==> src/rtl/nibble_sda_tx_if.sv <==
// Handshake and two-wire bus bundle for nibble_sda_tx.
// scl_in (bus clock readback) is present only when NIBBLE_SDA_TX_STRETCH_EN is defined.
interface nibble_sda_tx_if;
  logic [3:0] data;
  logic       valid;
  logic       ready;
  logic       busy;
  logic       done;
  logic       scl;
  logic       sda;
`ifdef NIBBLE_SDA_TX_STRETCH_EN
  logic       scl_in;

  modport master (output data, valid, scl_in, input ready, busy, done, scl, sda);
  modport slave  (input data, valid, scl_in, output ready, busy, done, scl, sda);
`else
  modport master (output data, valid, input ready, busy, done, scl, sda);
  modport slave  (input data, valid, output ready, busy, done, scl, sda);
`endif
endinterface

==> src/rtl/nibble_sda_tx.sv <==
// Serialises a 4-bit nibble onto scl/sda: start, 4 bits MSB first, tail clock, stop.
// Define NIBBLE_SDA_TX_STRETCH_EN to let a low scl_in stretch the scl-high phases.
module nibble_sda_tx #(
  parameter int DIV = 4
) (
  input  logic            clk,
  input  logic            rst_n,
  nibble_sda_tx_if.slave  bus
);

  typedef enum logic [3:0] {
    IDLE, START, BIT_LO, BIT_HI, TAIL_LO, TAIL_HI, STOP_LO, STOP_HI, STOP_REL
  } state_t;

  localparam logic [15:0] LAST = 16'(DIV - 1);

  state_t      state, state_nxt;
  logic [15:0] cnt, cnt_nxt;
  logic [3:0]  shift, shift_nxt;
  logic [1:0]  bit_cnt, bit_cnt_nxt;
  logic        scl_r, sda_r, done_r;
  logic        scl_nxt, sda_nxt, done_nxt;
  logic        hold, phase_end, settle;

`ifdef NIBBLE_SDA_TX_STRETCH_EN
  assign hold = !bus.scl_in && (state == BIT_HI || state == TAIL_HI || state == STOP_HI);
`else
  assign hold = 1'b0;
`endif
  assign phase_end = !hold && (cnt == LAST);

  always_comb begin
    state_nxt   = state;
    cnt_nxt     = cnt;
    shift_nxt   = shift;
    bit_cnt_nxt = bit_cnt;
    done_nxt    = 1'b0;
    if (state == IDLE) begin
      cnt_nxt = '0;
      if (bus.valid) begin
        state_nxt   = START;
        shift_nxt   = bus.data;
        bit_cnt_nxt = '0;
      end
    end else if (phase_end) begin
      cnt_nxt = '0;
      unique case (state)
        START:    state_nxt = BIT_LO;
        BIT_LO:   state_nxt = BIT_HI;
        BIT_HI: begin
          shift_nxt   = {shift[2:0], 1'b0};
          bit_cnt_nxt = bit_cnt + 2'd1;
          state_nxt   = (bit_cnt == 2'd3) ? TAIL_LO : BIT_LO;
        end
        TAIL_LO:  state_nxt = TAIL_HI;
        TAIL_HI:  state_nxt = STOP_LO;
        STOP_LO:  state_nxt = STOP_HI;
        STOP_HI:  state_nxt = STOP_REL;
        STOP_REL: begin
          state_nxt = IDLE;
          done_nxt  = 1'b1;
        end
        default:  state_nxt = IDLE;
      endcase
    end else if (!hold) begin
      cnt_nxt = cnt + 16'd1;
    end
  end

  // sda moves one cycle after scl falls so it never switches on an scl edge;
  // with DIV=1 there is no spare cycle and it follows the phase directly.
  always_comb begin
    scl_nxt = 1'b1;
    sda_nxt = 1'b1;
    settle  = (DIV == 1) || (cnt_nxt != 16'd0);
    unique case (state_nxt)
      START: sda_nxt = 1'b0;
      BIT_LO: begin
        scl_nxt = 1'b0;
        sda_nxt = settle ? shift_nxt[3] : sda_r;
      end
      BIT_HI:  sda_nxt = sda_r;
      TAIL_LO: begin
        scl_nxt = 1'b0;
        sda_nxt = settle ? 1'b0 : sda_r;
      end
      TAIL_HI: sda_nxt = 1'b0;
      STOP_LO: begin
        scl_nxt = 1'b0;
        sda_nxt = 1'b0;
      end
      STOP_HI: sda_nxt = 1'b0;
      default: begin
        scl_nxt = 1'b1;
        sda_nxt = 1'b1;
      end
    endcase
  end

  always_ff @(posedge clk or negedge rst_n) begin
    if (!rst_n) begin
      state   <= IDLE;
      cnt     <= '0;
      shift   <= '0;
      bit_cnt <= '0;
      scl_r   <= 1'b1;
      sda_r   <= 1'b1;
      done_r  <= 1'b0;
    end else begin
      state   <= state_nxt;
      cnt     <= cnt_nxt;
      shift   <= shift_nxt;
      bit_cnt <= bit_cnt_nxt;
      scl_r   <= scl_nxt;
      sda_r   <= sda_nxt;
      done_r  <= done_nxt;
    end
  end

  assign bus.ready = (state == IDLE);
  assign bus.busy  = (state != IDLE);
  assign bus.done  = done_r;
  assign bus.scl   = scl_r;
  assign bus.sda   = sda_r;

endmodule

==> src/flat_wrapper.sv <==
// flat-port wrapper written by rule: the top's interface ports become plain ports
module nibble_sda_tx_flat 
#(
  parameter int DIV = 4
)
  (clk, rst_n, bus_data, bus_valid, bus_ready, bus_busy, bus_done, bus_scl, bus_sda);
  nibble_sda_tx_if bus_i ();
  input  logic clk;
  input  logic rst_n;
  input wire logic [$bits(bus_i.data)-1:0] bus_data;
  input wire logic [$bits(bus_i.valid)-1:0] bus_valid;
  output wire logic [$bits(bus_i.ready)-1:0] bus_ready;
  output wire logic [$bits(bus_i.busy)-1:0] bus_busy;
  output wire logic [$bits(bus_i.done)-1:0] bus_done;
  output wire logic [$bits(bus_i.scl)-1:0] bus_scl;
  output wire logic [$bits(bus_i.sda)-1:0] bus_sda;
  assign bus_i.data = bus_data;
  assign bus_i.valid = bus_valid;
  assign bus_ready = bus_i.ready;
  assign bus_busy = bus_i.busy;
  assign bus_done = bus_i.done;
  assign bus_scl = bus_i.scl;
  assign bus_sda = bus_i.sda;
  nibble_sda_tx #(.DIV(DIV)) u_core (.clk(clk), .rst_n(rst_n), .bus(bus_i));
endmodule
==> config.mk <==
export PLATFORM = sky130hd
export DESIGN_NAME = nibble_sda_tx_flat
export DESIGN_NICKNAME = d
export VERILOG_FILES = /design/src/rtl/nibble_sda_tx_if.sv /design/src/rtl/nibble_sda_tx.sv /design/src/flat_wrapper.sv
export SDC_FILE = /design/constraint.sdc
export NUM_CORES = 1
export LEC_CHECK = 0
export ABC_CLOCK_PERIOD_IN_PS = 2250
export BUFFER_PORTS_ARGS = -buffer_cell sky130_fd_sc_hd__buf_2
export CAP_MARGIN = 5
export CELL_PAD_IN_SITES_DETAIL_PLACEMENT = 0
export CELL_PAD_IN_SITES_GLOBAL_PLACEMENT = 1
export CORE_MARGIN = 5
export CORE_UTILIZATION = 42
export DETAILED_ROUTE_END_ITERATION = 12
export PLACE_DENSITY = 0.84
export SLEW_MARGIN = 30
export SYNTH_ARGS = -nofsm -noshare
export SYNTH_HDL_FRONTEND = slang
export SYNTH_SLANG_ARGS = --single-unit
==> constraint.sdc <==
create_clock -name clk -period 2.25 [get_ports clk]
set_clock_uncertainty 0.05 [all_clocks]
set_input_delay 0.1125 -clock clk [delete_from_list [all_inputs] [get_ports clk]]
set_output_delay 0.1125 -clock clk [all_outputs]
set_load 0.1 [all_outputs]
==> results.ini <==
[route]
vias_per_cell = 5.38
antenna_left = 0
drtIter0Drc = 128
vias = 1538
drcViolationCount = 0
wl_per_cell_microns = 14.8
drt_wl_total_mm = 4.22
drt-pass1-iter-count = 4

[synth]
ys_types = 51
synth_flop_cell = dfrtp_1
synth_nets = 197
ys_ff_latch = 29
synth_edf_count = 0
syn_area_sq_mm = 0.00181
yosys_warnings = 0
synthCells = 188
synth_area_per_cell_sq_um = 9.64
synthArstFlopShare_pct = 100
yosysSeqAreaShare_pct = 40.2

[grt]
grt_max_degree = 30
grt_pass1_wl_mm = 7.34
grt_pass1_vias = 1576
grt.total_usage_pct = 17.3
grt_overflow = 0
antenna_found_initial = 0

[setup_path]
endpoint_kind = flop
start_kind = flop
arrival_ns = 2.41
criticalPathCategory = flop to flop
rr_startpoint = u_core.cnt[4]$_DFF_PN0_
reg2reg_slack_ns = 0.01
crit_path_end = u_core.bus.sda$_DFFE_PN1P_
cp.required_ns = 2.42
timing.rr.end = u_core.bus.sda$_DFFE_PN1P_
startpoint = u_core.cnt[4]$_DFF_PN0_
reg2regPathDepth = 8
crit_fanout = 3

[cts]
htreeDepth = 2
clk_pin_slew_worst_paths_ns = 0.07
cts_tree = done
cts_sinks = 29
root_buffer = clkbuf_8
cts_inserted_buffers = 5
clockBufferDepth = 2
clkLatencyLatePin_ns = 0.29

[final_layout]
area_delta_synth_final_pct = 28.3
multiInputGateArea_sq_mm = 0.00101
num-fill-cells = 368
stdcell_area_sq_mm = 0.00233
drive_gt1_share_pct = 35.6
final_cells = 286
ff_latch_area_sq_um = 731
final_nets = 244
antenna_cells = 0
final_cell_mix = buf_4 (38), nor2_1 (25), dfrtp_1 (25)
post-route-util_pct = 56.9
final_common_cell = buf_4

[floorplanning]
design.portCount = 12
design.core.area_sq_mm = 0.00409
rows = 23
start_util_pct = 44.4
dieArea_sq_mm = 0.00573
die_h_microns = 75.7
die_w_microns = 75.7

[sta]
hold_violations = 0
maxSlewViolCount = 0
rsz0062_at_grt = true
finalCritPeriodShare_pct = 99.5
setup_tns_ns = 0
worstMarginPinSlew_ns = 0.669
setup_violations = 0
slew_headroom_pct = 55.4
period_minus_slack_ns = 2.24
fmaxAchievable_ghz = 0.446

[hold_path]
hold_path_class = input pin to flop
hp-start = bus_valid
worstHoldPathCells = 4

[place]
place_congestion = 0.829
portBuffers = 11
place_area_sq_mm = 0.00208
hpwl_mm = 3.10
dpl.cell_count = 268

[run]
timing.max_cap.violations = 0

[power]
p_per_area_mw_per_mm2 = 1240
ir_worst_vdd_mv = 0.876
p_leak_uw = 0.00105

[status]
status = complete, no violations

[cell type report]
type | count | area share, %
clock inverter | 2 | 1.51
timing repair buffer | 53 | 16.4
sequential | 29 | 31.4
multi-input combinational | 141 | 43.4
inverter | 5 | 1.51
tap | 50 | 2.69
clock buffer | 6 | 3.12
[worst min path at each step]
stage / slack (ns) / to
6_report: 0.13 / u_core.bit_cnt[1]$_DFFE_PN0P_
3_3_place_gp: 0.12 / u_core.cnt[11]$_DFF_PN0_
2_1_floorplan: -0.23 / u_core.bit_cnt[0]$_DFFE_PN0P_
4_1_cts: 0.12 / u_core.bit_cnt[1]$_DFFE_PN0P_
5_1_grt: 0.15 / u_core.bit_cnt[1]$_DFFE_PN0P_
3_5_place_dp: 0.14 / u_core.cnt[11]$_DFF_PN0_
[synth_stat cells, types with 2 or more instances]
| master | instances | share of area, % |
|---|---|---|
| dfstp_2 | 2 | 2.9 |
| nor2_1 | 27 | 5.6 |
| nor4_1 | 7 | 2.4 |
| nor4b_1 | 2 | 0.97 |
| buf_6 | 5 | 3.1 |
| nand4_1 | 7 | 2.4 |
| a21oi_2 | 2 | 0.97 |
| a31oi_1 | 3 | 1.0 |
| xnor2_1 | 11 | 5.3 |
| nand3_1 | 7 | 1.9 |
| nor2b_1 | 2 | 0.69 |
| mux2_2 | 2 | 1.2 |
| o21ai_0 | 5 | 1.4 |
| clkbuf_8 | 4 | 3.0 |
| a22oi_1 | 2 | 0.83 |
| nor4_4 | 2 | 2.3 |
| nand2_1 | 20 | 4.1 |
| and4_1 | 2 | 0.97 |
| a21oi_1 | 2 | 0.55 |
| nor3_1 | 6 | 1.7 |
| ha_1 | 2 | 1.4 |
| buf_4 | 2 | 0.83 |
| dfrtp_1 | 27 | 37 |
| a21o_2 | 2 | 0.97 |
| xor2_1 | 5 | 2.4 |
| and3_1 | 2 | 0.69 |
| inv_1 | 4 | 0.83 |
[through the flow]
step | total power [uW] | hold slack, ns | setup slack, ns
after floorplan | 1830 | -0.233 | 0.0625
after global placement | 2180 | 0.125 | 0.0653
after detailed placement | 2200 | 0.141 | 0.0156
after CTS | 2810 | 0.123 | 0.00431
after global routing | 3110 | 0.151 | -0.0809
final | 2900 | 0.129 | 0.0103
[state kept, by name (all words and copies together) (netlist names)]
register         flops
u_core.state         4
u_core.cnt          16
u_core.bus.done      1
u_core.bus.scl       1
u_core.bus.sda       1
u_core.bit_cnt       2
u_core.shift         4
[critical path, cell delays in order, from the launching register on]
cell and delay [ns]:
dfrtp_2 0.43, nor4_4 0.27, buf_4 0.18, and4_4 0.22
a21oi_2 0.06, a221o_1 0.35, or3_1 0.35, a31oi_1 0.18
a2bb2oi_1 0.08
[logic make-up after synthesis]
logic type / after synthesis / synth area share [%]
simple gates: 95 / 30.6
flops: 29 / 40.2
compound gates: 26 / 10.2
buf+inv: 18 / 8.63
xor+xnor: 16 / 7.73
mux: 2 / 1.24
fa+ha+maj: 2 / 1.38
[repair_timing]
action	in CTS	in global routing
setup endpoints to repair	1	1
cloned	0	0
hold buffers	4	0
gates resized for setup	5	6
pin swaps	1	7
buffers inserted	0	6
endpoints found under the hold margin	30	0
[per-layer routing]
metal  vias to the layer above  share of wire, %  GRT usage [%]  routed length, microns
li1                        763                 -              -                       -
met1                       737                44           21.5                    1840
met2                        29                50           29.1                    2100
met3                         9               4.6           5.01                     194
met4                         0               1.9           5.63                      82
met5                         -                 0              0                       0
[where the power goes]
part,switching (uW),total (uW),internal (uW),leakage (uW)
registers,141,818,677,0.000375
logic,843,1540,696,0.000617
clock network,210,538,328,0.0000552
total,1190,2900,1700,0.00105
Power figures use the tool's default switching activity.
